### src/rtl/keypad_scan_if.sv
// keypad_scan_if
// Bundles the keypad pin side (row/col) with the decoded key outputs.
//   row       : asynchronous row lines from the matrix, active-high
//   col       : one-hot active-high column drive
//   key_code  : last accepted key, {row_idx, col_idx}
//   key_valid : one-cycle pulse when a key is accepted
//   key_held  : high while the accepted key is still pressed
// master : the scan controller; slave : the keypad/consumer side.
interface keypad_scan_if;
    logic [3:0] row;
    logic [3:0] col;
    logic [3:0] key_code;
    logic       key_valid;
    logic       key_held;

    modport master (
        input  row,
        output col,
        output key_code,
        output key_valid,
        output key_held
    );

    modport slave (
        output row,
        input  col,
        input  key_code,
        input  key_valid,
        input  key_held
    );
endinterface

### src/rtl/keypad_scan_ctrl.sv
// keypad_scan_ctrl
// 4x4 matrix keypad scanner. Drives one column at a time, synchronizes the
// row lines through two flops, debounces the first detected key and emits a
// one-cycle key_valid pulse with the encoded key.
//
// Ports:
//   clk : single clock domain
//   rst : synchronous active-high reset
//   kp  : keypad_scan_if.master (row in; col, key_code, key_valid, key_held out)
//
// Parameters:
//   SCAN_DIV   : cycles each column stays driven while scanning (>=2)
//   STABLE_CNT : consecutive stable cycles to accept a press or a release (>=1)
//   REPEAT_DLY : auto-repeat period in cycles
//
// Build option: define KEYPAD_REPEAT_EN to re-pulse key_valid every
// REPEAT_DLY cycles while a key stays pressed.
//
// state      | meaning
// -----------+-------------------------------------------------------------
// S_SCAN     | rotate col, sample row_s at the end of each dwell period
// S_DEBOUNCE | col frozen, wait for STABLE_CNT matches of the latched pattern
// S_PRESSED  | key accepted, key_held=1, wait for all rows to read zero
// S_RELEASE  | wait for STABLE_CNT consecutive zeros before resuming the scan
module keypad_scan_ctrl #(
    parameter int SCAN_DIV   = 16,
    parameter int STABLE_CNT = 26,
    parameter int REPEAT_DLY = 1000000
) (
    input  logic          clk,
    input  logic          rst,
    keypad_scan_if.master kp
);

    localparam int DW = (SCAN_DIV   > 1) ? $clog2(SCAN_DIV)   : 1;
    localparam int SW = (STABLE_CNT > 1) ? $clog2(STABLE_CNT) : 1;

    localparam logic [DW-1:0] DWELL_LAST  = DW'(SCAN_DIV - 1);
    localparam logic [SW-1:0] STABLE_LAST = SW'(STABLE_CNT - 1);

`ifdef KEYPAD_REPEAT_EN
    localparam int RW = (REPEAT_DLY > 1) ? $clog2(REPEAT_DLY) : 1;
    localparam logic [RW-1:0] REPEAT_LAST = RW'(REPEAT_DLY - 1);
`endif

    typedef enum logic [1:0] {
        S_SCAN,
        S_DEBOUNCE,
        S_PRESSED,
        S_RELEASE
    } state_t;

    state_t        state_q, state_d;
    logic [3:0]    row_meta, row_s;
    logic [DW-1:0] dwell_q, dwell_d;
    logic [SW-1:0] stable_q, stable_d;
    logic [3:0]    col_q, col_d;
    logic [3:0]    row_pat_q, row_pat_d;
    logic [1:0]    col_idx_q, col_idx_d;
    logic [3:0]    key_code_q, key_code_d;
    logic          key_valid_q, key_valid_d;
    logic          key_held_q, key_held_d;
`ifdef KEYPAD_REPEAT_EN
    logic [RW-1:0] rep_q, rep_d;
`endif

    logic [3:0]    col_next;

    // Lowest set row wins when several keys share the driven column.
    function automatic logic [1:0] low_idx(input logic [3:0] p);
        if (p[0])      return 2'd0;
        else if (p[1]) return 2'd1;
        else if (p[2]) return 2'd2;
        else           return 2'd3;
    endfunction

    function automatic logic [1:0] col_enc(input logic [3:0] c);
        if (c[0])      return 2'd0;
        else if (c[1]) return 2'd1;
        else if (c[2]) return 2'd2;
        else           return 2'd3;
    endfunction

    assign col_next = {col_q[2:0], col_q[3]};

    always_ff @(posedge clk) begin
        if (rst) begin
            row_meta    <= '0;
            row_s       <= '0;
            state_q     <= S_SCAN;
            dwell_q     <= '0;
            stable_q    <= '0;
            col_q       <= 4'b0001;
            row_pat_q   <= '0;
            col_idx_q   <= '0;
            key_code_q  <= '0;
            key_valid_q <= 1'b0;
            key_held_q  <= 1'b0;
`ifdef KEYPAD_REPEAT_EN
            rep_q       <= '0;
`endif
        end else begin
            row_meta    <= kp.row;
            row_s       <= row_meta;
            state_q     <= state_d;
            dwell_q     <= dwell_d;
            stable_q    <= stable_d;
            col_q       <= col_d;
            row_pat_q   <= row_pat_d;
            col_idx_q   <= col_idx_d;
            key_code_q  <= key_code_d;
            key_valid_q <= key_valid_d;
            key_held_q  <= key_held_d;
`ifdef KEYPAD_REPEAT_EN
            rep_q       <= rep_d;
`endif
        end
    end

    always_comb begin
        state_d     = state_q;
        dwell_d     = dwell_q;
        stable_d    = stable_q;
        col_d       = col_q;
        row_pat_d   = row_pat_q;
        col_idx_d   = col_idx_q;
        key_code_d  = key_code_q;
        key_valid_d = 1'b0;
        key_held_d  = key_held_q;
`ifdef KEYPAD_REPEAT_EN
        rep_d       = rep_q;
`endif

        unique case (state_q)
            S_SCAN: begin
                if (dwell_q == DWELL_LAST) begin
                    dwell_d = '0;
                    if (row_s == 4'b0000) begin
                        col_d = col_next;
                    end else begin
                        row_pat_d = row_s;
                        col_idx_d = col_enc(col_q);
                        stable_d  = '0;
                        state_d   = S_DEBOUNCE;
                    end
                end else begin
                    dwell_d = dwell_q + 1'b1;
                end
            end

            S_DEBOUNCE: begin
                if (row_s == row_pat_q) begin
                    if (stable_q == STABLE_LAST) begin
                        // key_valid/key_code are registered so they show up
                        // in the first cycle that PRESSED is current.
                        stable_d    = '0;
                        state_d     = S_PRESSED;
                        key_valid_d = 1'b1;
                        key_code_d  = {low_idx(row_pat_q), col_idx_q};
                        key_held_d  = 1'b1;
`ifdef KEYPAD_REPEAT_EN
                        rep_d       = '0;
`endif
                    end else begin
                        stable_d = stable_q + 1'b1;
                    end
                end else begin
                    stable_d = '0;
                    dwell_d  = '0;
                    col_d    = col_next;
                    state_d  = S_SCAN;
                end
            end

            S_PRESSED: begin
                // A different nonzero pattern is ignored: one key at a time.
                if (row_s == 4'b0000) begin
                    stable_d = '0;
                    state_d  = S_RELEASE;
`ifdef KEYPAD_REPEAT_EN
                    rep_d    = '0;
`endif
                end else begin
`ifdef KEYPAD_REPEAT_EN
                    if (rep_q == REPEAT_LAST) begin
                        rep_d       = '0;
                        key_valid_d = 1'b1;
                    end else begin
                        rep_d = rep_q + 1'b1;
                    end
`endif
                end
            end

            S_RELEASE: begin
                if (row_s == 4'b0000) begin
                    if (stable_q == STABLE_LAST) begin
                        stable_d   = '0;
                        dwell_d    = '0;
                        col_d      = col_next;
                        key_held_d = 1'b0;
                        state_d    = S_SCAN;
                    end else begin
                        stable_d = stable_q + 1'b1;
                    end
                end else begin
                    // Release glitch: back to PRESSED without a new pulse.
                    stable_d = '0;
                    state_d  = S_PRESSED;
`ifdef KEYPAD_REPEAT_EN
                    rep_d    = '0;
`endif
                end
            end

            default: begin
                state_d = S_SCAN;
            end
        endcase
    end

    assign kp.col       = col_q;
    assign kp.key_code  = key_code_q;
    assign kp.key_valid = key_valid_q;
    assign kp.key_held  = key_held_q;

endmodule
### src/flat_wrapper.sv
// flat-port wrapper written by rule: the top's interface ports become plain ports
module keypad_scan_ctrl_flat 
#(
    parameter int SCAN_DIV   = 16,
    parameter int STABLE_CNT = 26,
    parameter int REPEAT_DLY = 1000000
)
  (clk, rst, kp_row, kp_col, kp_key_code, kp_key_valid, kp_key_held);
  keypad_scan_if kp_i ();
  input  logic clk;
  input  logic rst;
  input wire logic [$bits(kp_i.row)-1:0] kp_row;
  output wire logic [$bits(kp_i.col)-1:0] kp_col;
  output wire logic [$bits(kp_i.key_code)-1:0] kp_key_code;
  output wire logic [$bits(kp_i.key_valid)-1:0] kp_key_valid;
  output wire logic [$bits(kp_i.key_held)-1:0] kp_key_held;
  assign kp_i.row = kp_row;
  assign kp_col = kp_i.col;
  assign kp_key_code = kp_i.key_code;
  assign kp_key_valid = kp_i.key_valid;
  assign kp_key_held = kp_i.key_held;
  keypad_scan_ctrl #(.SCAN_DIV(SCAN_DIV), .STABLE_CNT(STABLE_CNT), .REPEAT_DLY(REPEAT_DLY)) u_core (.clk(clk), .rst(rst), .kp(kp_i));
endmodule
### config.mk
export PLATFORM = sky130hd
export DESIGN_NAME = keypad_scan_ctrl_flat
export DESIGN_NICKNAME = d
export VERILOG_FILES = /design/src/rtl/keypad_scan_if.sv /design/src/rtl/keypad_scan_ctrl.sv /design/src/flat_wrapper.sv
export SDC_FILE = /design/constraint.sdc
export NUM_CORES = 1
export LEC_CHECK = 0
export ABC_AREA = 1
export BUFFER_PORTS_ARGS = -buffer_cell sky130_fd_sc_hd__clkbuf_2
export CORE_MARGIN = 1.5
export CORE_UTILIZATION = 45
export DETAILED_ROUTE_END_ITERATION = 8
export HOLD_SLACK_MARGIN = 0.02
export SLEW_MARGIN = 20
export SYNTH_ARGS = -nofsm -noshare
export SYNTH_HDL_FRONTEND = slang
export SYNTH_SLANG_ARGS = --single-unit
### constraint.sdc
create_clock -name clk -period 1.5 [get_ports clk]
set_clock_uncertainty 0.05 [all_clocks]
set_input_delay 0.15 -clock clk [delete_from_list [all_inputs] [get_ports clk]]
set_output_delay 0.15 -clock clk [all_outputs]
set_load 0.01 [all_outputs]
---- Word-level counts from Yosys, hierarchy flattened ----
Index checks and enable logic that the tools add are counted.
word-level totals
  register bits after elaboration ......... 35
  input bits .............................. 6
  output and inout port bits .............. 10
  logic and storage cells ................. 83
operators by class
  add/sub/neg operators ................... 2
  equality and inequality tests ........... 17
  multiplexer cells ....................... 38
  bitwise gates (word level) .............. 3
  reductions and logical operators ........ 12
operator list
  cell                                                    count
  2-to-1 mux 4 bit                                        9
  2-to-1 mux 5 bit                                        6
  case mux 4 bit (3 select lines)                         2
  2-to-1 mux 2 bit                                        11
  case mux 5 bit (4 select lines)                         1
  inequality test 2 x 1 -> 1 bit (second input constant)  7
  AND reduction 5 bit                                     2
  AND reduction 3 bit                                     3
  case mux 2 bit (4 select lines)                         1
  2-to-1 mux 1 bit                                        7
  inequality test 3 bit (second input constant)           2
  AND reduction 6 bit                                     1
  adder 5 x 1 -> 5 bit (second input constant)            1
  equality test 5 bit (second input constant)             1
  adder 4 x 1 -> 4 bit (second input constant)            1
  equality test 2 bit (second input constant)             2
  equality test 4 bit                                     1
  equality test 4 bit (second input constant)             1
  zero test 4 bit                                         1
  inequality test 2 bit (second input constant)           2
  AND reduction 4 bit                                     1
  inverter 1 bit                                          3
  nonzero test 3 bit                                      1
  OR reduction 3 bit                                      1
  other kinds (4)                                         4

---- Depth between registers and ports, before layout ----
  depth in word-level cells ............... 4
  gate-level depth with buffers ........... 10
  mapped depth without buffers ............ 10

---- Worst setup path before layout ----
No wires, ideal clock.
  path kind ............................... flip-flop to flip-flop
  start point ............................. register u_core.stable_q[0]
  end point ............................... register u_core.col_q[1], in the netlist u_core.kp.col[1]
  library setup time ...................... 113 ps
  arrival time ............................ 1,218 ps
  required time ........................... 1,337 ps
  setup slack ............................. 119 ps
  cell stages (with the launch flop) ...... 9
  path buffers ............................ 0
  period minus slack after synthesis ...... 1,381 ps
  cell sequence ........................... dfxtp_1 ha_1 nand2_2 nor2_4 nand2_2 nand2_4 nand4_4 nor2_1 nor2_1
on the way
  longest elaborated chain between the ends .. 3
ends and longest elaborated chain
  item                                             line                     RTL
  start, declared                                  keypad_scan_ctrl.sv:56   logic [SW-1:0] stable_q, stable_d;
  start signal, assigned                           keypad_scan_ctrl.sv:107  stable_q <= stable_d;
  equality test 5 bit                              keypad_scan_ctrl.sv:197  if (stable_q == STABLE_LAST) begin
  inequality test 2 x 1 -> 1 bit (no source line)  n/a
  AND reduction 6 bit (no source line)             n/a
  end signal, assigned                             keypad_scan_ctrl.sv:108  col_q <= col_d;
  end, declared                                    keypad_scan_ctrl.sv:57   logic [3:0] col_q, col_d;
No other way between the ends.
A chain may end at the register's enable or synchronous reset.

---- Final worst setup path ----
  start point ............................. register u_core.stable_q[1]
  end point ............................... register u_core.stable_q[0]
on the way
  longest elaborated chain between the ends .. 4
  elaborated cells on any way between the ends .. 5
  classes of those cells .................. eq/ne (1); mux (4)
ends and longest elaborated chain
  item                                        line                                              RTL
  equality test 5 bit (*)                     keypad_scan_ctrl.sv:153, keypad_scan_ctrl.sv:197
  2-to-1 mux 5 bit (*)                        keypad_scan_ctrl.sv:153, keypad_scan_ctrl.sv:197
  2-to-1 mux 5 bit, on equally long branches  keypad_scan_ctrl.sv:196, keypad_scan_ctrl.sv:152
  case mux 5 bit (4 select lines) (*)         keypad_scan_ctrl.sv:134                           unique case (state_q)
Mark *: on every way between the ends. The rest lies on a longest branch, timed or not.

==> metrics <==
status complete, no violations; die height 66.4 um; Setup CP Type reg -> reg; CTS Sinks 35; P&R area growth vs syn 20.7%; CP Cell Sequence inv_2 -> ha_4 -> nand2_2 -> nor2_4 -> nor3_1 -> nor2_4 -> nand2_1 -> nand2_1 -> nor2_1; CTS tree yes; Die ar. about 0.0044 mm^2; Syn Area/Cell roughly 7.5 um^2; routed len/inst 10.0 um; Async S/R FF share, synth 0%; pin count of the biggest net entering global routing 20; Final nets 284; max_slew headroom 69.5%; worst hold path type in -> reg; area share of the largest cell type after synthesis 38.8%; critical path's slowest cell dfxtp_2; total vias in the final route 1473; first-pass GRT wire length 5.78 mm; hold_ws 226 ps; Initial Utilization ~48%; post-place instance area 0.00198 mm^2; Max IR drop VDD 0.651 mV; Syn Inst Count 242; max cap viols 0; largest stage delay on the critical path 340 ps; clock buffers created by TritonCTS 5; antenna cells 0; synth unique cells 29; I/O pins 16; DR iter-0 viols 44; RSZ-0062 raised after global routing true; remaining global-route overflow 0; # setup viols final 0; die width ~66 um; Period minus WS final 1430 ps; post-DP HPWL 2.39 mm; element type at the critical path end register; Vias/cell 4.55; gr usage total 17.2%; Synth Flop Type dfxtp_1; critical path launch point type register; number of synthesized flops with an enable pin 0; WL final 3.24 mm; vias in the first global route 1380; critical-path maximum fanout 6; worst-skew pair later-pin latency 290 ps; cell area after layout about 0.0022 mm^2; P_leak 0.948 nW; Port Buffer Count 15; DRT Pass-1 Iters 4; Worst Path Required 1670 ps; combinational power share 21.4%; Synth area leaders dfxtp_1 39%, nand2_1 11%, inv_1 6.6%; Root Driver clkbuf_8; Slew Viols, Final 0; fin crit share 95.2%; Longest Clk Path Bufs 2; register area share after synthesis 38.8%; Sw Ratio 30.5%; CTS H-tree lvls 2; Reg power frac a little under half; WP data arrival 1600 ps; layout cell share with drive strength beyond 1 29.7%; GP Congestion 0.789; Ys Warns 0; Core Area around 0.0038 mm^2; share of power burned in the clock network 32.2%; fmax 0.700 GHz; Post-Syn Area about 0.0018 mm^2; Pint 0.00158 W; initial antenna violation count 0; pwr/cell area 1040 mW/mm^2; syn nets 251; worst slew pin tran 457 ps; Final ANT Viol Nets 0; Final Hold Violating Endpoints 0; Clock Pin Slew Worst Setup and Hold Paths approximately 70 ps; drc violations 0; # rows 22; Switching Power just under 0.0007 W; post-synth top area cell dfxtp_1; Yosys reg bits 35
==> critical path: cells and delay by family, from the launching register on <==
family	cells	cell delay [ps]
fa+ha+maj	1	140
simple gates	7	800
buf+inv	1	40
flops	1	340
==> power groups by stage <==
stage          registers [W]  clock network, W  logic [W]
3_3_place_gp         0.00107                 0   0.000452
5_1_grt              0.00106          0.000792   0.000549
6_report             0.00106          0.000734   0.000488
3_5_place_dp         0.00107                 0   0.000452
2_1_floorplan        0.00107                 0   0.000326
4_1_cts              0.00105          0.000748   0.000464
==> synth_stat cells (4+ instances only) <==
master	n
inv_1	32
a21oi_1	20
dfxtp_1	35
nor2_4	6
nand2_1	54
o21ai_0	7
nand3_1	12
o21ai_1	5
inv_2	6
nand2_2	7
nor2_1	27
nand3_4	4
==> final cells by class <==
| cell class | count | area [um^2] |
|---|---|---|
| fillers | 365 | 1590 |
| multi-input cells | 163 | 960 |
| flip-flops and latches | 35 | 706 |
| repair buffers | 31 | 205 |
| inverters | 39 | 151 |
| clock buffers | 6 | 82.6 |
| well taps | 48 | 60.1 |
| clock inverters | 2 | 16.3 |
==> placed cells by master (no fill, tap or decap), types with 2 or more instances in the layout <==
master         instances
nor2_1                26
nand2_1               50
a21oi_1               19
dfxtp_1               31
nand4_1                3
nand3_4                5
dfxtp_2                4
nor2_2                 2
nor2_4                 7
o21ai_1                5
o21ai_0                7
nand3_1               12
clkbuf_2              15
inv_1                 31
xor2_1                 3
inv_2                  7
clkbuf_8               6
nand2_2               11
buf_4                 12
dlygate4sd3_1          4
a21oi_2                2
==> flip-flops by register name (all words and copies together) (netlist names) <==
signal               cells
u_core.stable_q          5
u_core.dwell_q           4
u_core.kp.col            4
u_core.kp.key_code       4
u_core.row_meta          4
u_core.row_pat_q         4
u_core.row_s             4
u_core.col_idx_q         2
u_core.state_q           2
u_core.kp.key_held       1
u_core.kp.key_valid      1
==> path summary, 6_finish.rpt <==
check	start	endpoint	slack, ps	cells past startpoint
max	u_core.stable_q[1]$_SDFFE_PP0P_	u_core.stable_q[0]$_SDFFE_PP0P_	70	9
min	rst	u_core.kp.key_code[2]$_SDFFE_PP0P_	230	3
max reg2reg	u_core.stable_q[1]$_SDFFE_PP0P_	u_core.stable_q[0]$_SDFFE_PP0P_	70	9
min reg2reg	u_core.row_meta[2]$_SDFF_PP0_	u_core.row_s[2]$_SDFF_PP0_	350	2
==> per-stage QoR <==
stage | total power (W) | TNS, ps | setup slack, ps | utilization (%) | std cells
2_1_floorplan | 0.00140 | 0 | 119 | - | 242
3_3_place_gp | 0.00152 | 0 | 0.0970 | 52.6 | 311
3_5_place_dp | 0.00152 | 0 | 0.435 | 52.6 | 311
4_1_cts | 0.00226 | 0 | 1.30 | 56.3 | 323
5_1_grt | 0.00240 | -239 | -59.1 | 57.8 | 324
6_report | 0.00228 | 0 | 72.3 | 57.8 | 324
==> routing by layer <==
metal  routed length (um)  up-vias  part of all wire (%)  track usage (%)
met1                 1690      626                    52             22.3
met3                   96        5                   3.0             4.09
li1                     -      819                     -                -
met5                    0        -                     0                0
met4                   44        0                   1.4             6.89
met2                 1410       23                    44             27.3
==> kinds of logic after synthesis <==
kind of cell / share of synthesized area [%]
flops: 38.8
buf+inv: 10.7
fa+ha+maj: 2.08
xor+xnor: 1.45
simple gates: 36.4
compound gates: 10.7
==> timing repair <==
action	4_1_cts	5_1_grt
setup endpoints to repair	2	18
setup buffers	0	1
resized for setup	1	16
pin swaps	0	11
hold buffers	4	0
endpoints found under the hold margin	4	0
(Power assumes the default switching activity.)
